`config.mk`:
```
export PLATFORM = sky130hd
export DESIGN_NAME = piso_shift_register
export DESIGN_NICKNAME = d
export VERILOG_FILES = /design/src/rtl/piso_shift_register.sv
export SDC_FILE = /design/constraint.sdc
export NUM_CORES = 1
export LEC_CHECK = 0
export CORE_MARGIN = 2
export CORE_UTILIZATION = 50
export CTS_CLUSTER_SIZE = 8
export DETAILED_ROUTE_END_ITERATION = 10
export PLACE_DENSITY_LB_ADDON = 0.15
export SYNTH_ARGS = -nofsm -noshare
export SYNTH_HDL_FRONTEND = slang
export SYNTH_SLANG_ARGS = --single-unit
```
`constraint.sdc`:
```
create_clock -name clock -period 3.2 [get_ports clock]
set_clock_uncertainty 0.2 [all_clocks]
set_input_delay 0.32 -clock clock [delete_from_list [all_inputs] [get_ports clock]]
set_output_delay 0.32 -clock clock [all_outputs]
set_load 0.005 [all_outputs]
```
`src/rtl/piso_shift_register.sv`:
```
// Parallel-in serial-out shift register with a ready/valid load handshake, LSB first.
// Define PISO_SHIFT_PARITY_EN to append an even-parity bit as the last frame cycle.
module piso_shift_register #(
   parameter int unsigned WIDTH = 8
) (
   input  logic             clock,
   input  logic             clear,
   input  logic [WIDTH-1:0] data_in,
   input  logic             load_valid,
   output logic             load_ready,
   output logic             serial_out,
   output logic             serial_valid,
   output logic             busy,
   output logic             done
);

   localparam int unsigned CntW = $clog2(WIDTH + 1);
`ifdef PISO_SHIFT_PARITY_EN
   localparam int unsigned LastIdx = WIDTH;
`else
   localparam int unsigned LastIdx = WIDTH - 1;
`endif
   localparam logic [CntW-1:0] LastCnt = CntW'(LastIdx);

   typedef enum logic [0:0] {StIdle, StShift} state_e;

   state_e            state_q, state_d;
   logic [WIDTH-1:0]  shift_q, shift_d;
   logic [CntW-1:0]   cnt_q, cnt_d;
   logic              last_bit;
   logic              accept;
`ifdef PISO_SHIFT_PARITY_EN
   logic              parity_q, parity_d;
`endif

   // Outputs decode registered state only, so clear never reaches them combinationally.
   assign last_bit     = (state_q == StShift) && (cnt_q == LastCnt);
   assign load_ready   = (state_q == StIdle) || last_bit;
   assign accept       = load_valid && load_ready;
   assign busy         = (state_q == StShift);
   assign serial_valid = (state_q == StShift);
   assign done         = last_bit;

`ifdef PISO_SHIFT_PARITY_EN
   assign serial_out = busy && (last_bit ? parity_q : shift_q[0]);
`else
   assign serial_out = busy && shift_q[0];
`endif

   always_comb begin
      state_d  = state_q;
      shift_d  = shift_q;
      cnt_d    = cnt_q;
`ifdef PISO_SHIFT_PARITY_EN
      parity_d = parity_q;
`endif
      if (accept) begin
         state_d  = StShift;
         shift_d  = data_in;
         cnt_d    = '0;
`ifdef PISO_SHIFT_PARITY_EN
         parity_d = ^data_in;
`endif
      end else if (state_q == StShift) begin
         if (last_bit) begin
            state_d = StIdle;
            shift_d = '0;
            cnt_d   = '0;
         end else begin
            shift_d = shift_q >> 1;
            cnt_d   = cnt_q + CntW'(1);
         end
      end
   end

   always_ff @(posedge clock) begin
      if (clear) begin
         state_q  <= StIdle;
         shift_q  <= '0;
         cnt_q    <= '0;
`ifdef PISO_SHIFT_PARITY_EN
         parity_q <= 1'b0;
`endif
      end else begin
         state_q  <= state_d;
         shift_q  <= shift_d;
         cnt_q    <= cnt_d;
`ifdef PISO_SHIFT_PARITY_EN
         parity_q <= parity_d;
`endif
      end
   end

endmodule

```
== Word-level counts from Yosys, hierarchy flattened ==
Index checks and enable logic that the tools add are counted.
Operators by class
  mux-type cells: 7
  $add $sub $neg: 1
  equal/unequal tests: 1
  bitwise operators: 1
  reduce and logical (&&, ||, !) cells: 6
Operator list (number)
  two-way mux 8 bit: 2
  two-way mux 7 bit: 1
  adder 4 x 1 -> 4 bit (second input constant): 1
  equality test 4 x 3 -> 1 bit (second input constant): 1
  two-way mux 4 bit: 1
  logical AND 1 bit: 3
  two-way mux 1 bit: 3
  nonzero test 2 bit: 1
  OR reduction 2 bit: 1
  logical OR 1 bit: 1
  NOT 1 bit: 1
Word-level totals
  input port bits: 11
  bits in registers: 13

== Depth between registers and ports, before layout ==
  word-level depth: 5
  mapped depth: 5

== Worst setup path before layout ==
No wires, ideal clock.
  path type: flip-flop to flip-flop
  start: reg cnt_q[0]
  end: reg shift_q[2]
  cell stages (with the launch flop): 6
  period minus slack after synthesis: 1.452 ns
  path buffers: 1
  library setup time: 0.138 ns
  slack: 1.748 ns
  data arrival time: 1.114 ns
  cell sequence: dfxtp_1 ha_1 and3b_1 buf_6 o211ai_1 a211oi_2
Between the ends
  longest elaborated chain between the ends: 5
  elaborated cells on any way between the ends: 8
  those cells by class: eq/ne (1); mux (3); reduce/logical (4)
Ends and longest elaborated chain
  start, declared: line 29  | logic [CntW-1:0] cnt_q, cnt_d;
  start signal, assigned: line 87  | cnt_q <= cnt_d;
  equality test 4 x 3 -> 1 bit (*): line 37  | assign last_bit = (state_q == StShift) && (cnt_q == LastCnt);
  logical AND 1 bit (*): line 37
  two-way mux 7 bit / logical OR 1 bit (equally long branches): line 65, 38
  two-way mux 8 bit / logical AND 1 bit (equally long branches): line 64, 39
  two-way mux 8 bit / nonzero test 2 bit (equally long branches)
  end signal, assigned: line 86  | shift_q <= shift_d;
  end, declared: line 28  | logic [WIDTH-1:0] shift_q, shift_d;
Mark *: on every way between the ends. The rest lies on a longest branch, timed or not. The select of a mux whose other input is x is not followed.
A chain may end at the register's enable or synchronous reset.

== Worst setup path in the final report ==
  start: reg cnt_q[0]
  end: out load_ready
Between the ends
  longest elaborated chain between the ends: 3
Ends and longest elaborated chain
  equality test 4 x 3 -> 1 bit: line 37
  logical AND 1 bit: line 37
  logical OR 1 bit: line 38  | assign load_ready = (state_q == StIdle) || last_bit;
  end, declared: line 10  | output logic load_ready,
No other way between the ends.

==> impl_results.md <==
- Crit path required time: roughly 2.7 ns
- Ys async rst share: 0%
- Post-synth top area cell: dfxtp_1
- Met3 WL: approximately 110 um
- Post-route setup TNS: 0 ns
- Fin nets: 100
- Die Wd: 41.10 um
- RSZ-0062 raised after global routing: false
- Peak VDD IR: between 300 and 400 uV
- Cell Count, Final, Fillers Out: 102
- Post-CTS setup buffers: 0
- Synthesized cell area: about 700 sq um
- Syn nets: 86
- CP arrival: approximately 1.8 ns
- Met1 WL: 702 um
- Met2 WL post-DR: 517 um
- Final Slew Violations: 0
- Max Cap Violations: 0
- Critical path cell sequence: ha_1 -> nand3b_2 -> nand2_1 -> clkdlybuf4s50_1
- Filler Cell Count: 113
- Vias in the first global route: around 440
- Post-synth EDFFs: 0
- Pwr/cell area: 406.3 nW/um^2
- Kind of critical path: flip-flop to output pin
- Area after DPL: 803.3 sq um
- Leak Pwr: 0.2970 nW
- Crit end category: output pin
- Final HPWL DP: 936.2 um
- Flop and latch count out of synthesis: 13
- CP max FO: 9
- First-pass GRT wire length: 2111 um
- Fmax: 436.3 MHz
- Mapped Cells: 74
- Dpl ws: 1.200 ns
- DR DRC count: 0
- Core box area: 1301 sq um
- Largest net degree at the start of global routing: 14
- Final wirelength: about 1300 um
- Cts repair resizes: 0
- # setup viols final: 0
- Diodes inserted: 0
- TritonCTS clock tree: done
- Slowest-stage cell, CP: clkdlybuf4s50_1
- Worst Hold Class: flip-flop to flip-flop
- Post-route cell area: 829.5 sq um
- Pre-antenna DRT Iters: 4
- Syn. warnings: 0
- DRT iter0 DRCs: 33
- CTS clk-pin slew, worst paths: 0.07 ns
- Final Cycle Share: between 70% and 80%
- Ports: 16
- Layout area overhead: 20.55%
- Worst Max-Slew Pin Slew: around 0.56 ns
- All-Layer GR Usage: 20.58%
- Row Count: 13
- Clk_lat worst skew: 0.28 ns
- Max-slew headroom: between 60% and 70%
- Type of element launching the critical path: flip-flop
- Worst setup margin: 0.9080 ns
- Hold buffer count at CTS: 0
- Final Hold Violating Endpoints: 0
- H-tree levels: 1
- TritonCTS Buffers: 3
- Highest routed layer: met4
- Area of the multi-input gates: 359.1 sq um
- Die ar.: 1689 sq um
- Synth cell count leaders: 13 x dfxtp_1, 8 x nor2_1, 8 x o211ai_1, 6 x a31oi_1, 5 x a21oi_1
- Share of the synthesized area in the top cell type: between 30 and 40%
- # placed instances: 98
- Synthesized area per cell: 9.299 sq um
- Top FF cell, synth: dfxtp_1
- Share of post-route cells with drive strength above 1: 12.64%
- Clk buf depth: 2
- Largest cells by area after synthesis: dfxtp_1 38%, o211ai_1 8.7%, a211oi_2 7.3%
- Post-DR wirelength/cell: 13.12 um
- Routability Congestion: 0.7654
- Seq/Total Area, Yosys: 37.82%
- Initial antenna violation count: 0
- Register area: 260.3 sq um
- Status: finished clean
- Final ANT Viol Nets: 0
- Tmin final: around 2.3 ns
- Root Buffer: clkbuf_4
- Most frequent cell after synthesis: dfxtp_1
- Vias: 588
- Synth cell types: 29
- Die Ht: 41.10 um
- Total gr overflow: 0
- Clk sink count: 13
- Crit-path max cell delay: 0.51 ns
- Vias per cell: 5.765
- Starting Density: 52.88%
- Port buffer count: 15
-- stage by stage --
step	hold WS [ns]	power (mW)	utilization (%)
after floorplan	0.1985	0.2186	-
after global placement	0.2758	0.2385	61.73
after detailed placement	0.2848	0.2385	61.73
after CTS	0.2966	0.3404	63.75
after global routing	0.3075	0.3570	63.75
final	0.2945	0.3370	63.75
-- final timing paths --
check | start | to | slack, ns | cells past startpoint
worst min-delay path | shift_q[7] | shift_q[7] | 0.29 | 2
worst max-delay path | cnt_q[0] | load_ready | 0.91 | 4
worst min register to register | shift_q[7] | shift_q[7] | 0.29 | 2
worst max register to register | cnt_q[0] | shift_q[0] | 1.52 | 4
-- cell type report --
class | instances | area share [%]
Multi-Input combinational cell | 52 | 43.29
Sequential cell | 13 | 31.37
Timing Repair Buffer | 16 | 19.00
Clock buffer | 4 | 3.167
Tap cell | 15 | 2.262
Inverter | 2 | 0.9050
-- sequential cells by signal, indices dropped and copies added, names as in the netlist --
register and cells:
shift_q 8, cnt_q 4, busy 1
-- report_power, final --
group	leakage, nW	internal [mW]	switching [mW]
clock network	0.0150	0.0484	0.0531
logic	0.175	0.0301	0.0271
registers	0.107	0.171	0.00703
total	0.297	0.250	0.0873
-- cells by family (layout without fill, tap and decap cells) --
family / count (synthesis) / count (layout) / synth area share [%]
AND/OR/NAND/NOR: 21 / 21 / 16.73
XOR/XNOR: 1 / 1 / 1.273
buffers and inverters: 9 / 22 / 9.998
flip-flops: 13 / 13 / 37.82
adder cells (fa/ha/maj): 1 / 1 / 1.818
AO/OA/AOI/OAI: 28 / 28 / 30.91
multiplexers: 1 / 1 / 1.455
-- critical path, delay by kind of cell, from the launching register on --
family | cells | cell delay, ns
buf+inv | 1 | 0.51
flops | 1 | 0.38
simple gates | 2 | 0.35
fa+ha+maj | 1 | 0.25
-- metal layers --
metal	up-vias	GRT usage, %
li1	306	-
met4	0	9.677
met5	-	0
met1	259	29.41
met3	2	11.41
met2	21	23.83
-- cell usage in the layout (no fill, tap or decap), drive strengths merged, types with 2 or more instances in the layout --
cell	n
a211oi	7
a21oi	5
a31oi	6
clkbuf	4
clkdlybuf4s50	15
dfxtp	13
inv	2
nand2	3
nor2	8
o211ai	8
Power figures use the tool's default switching activity.
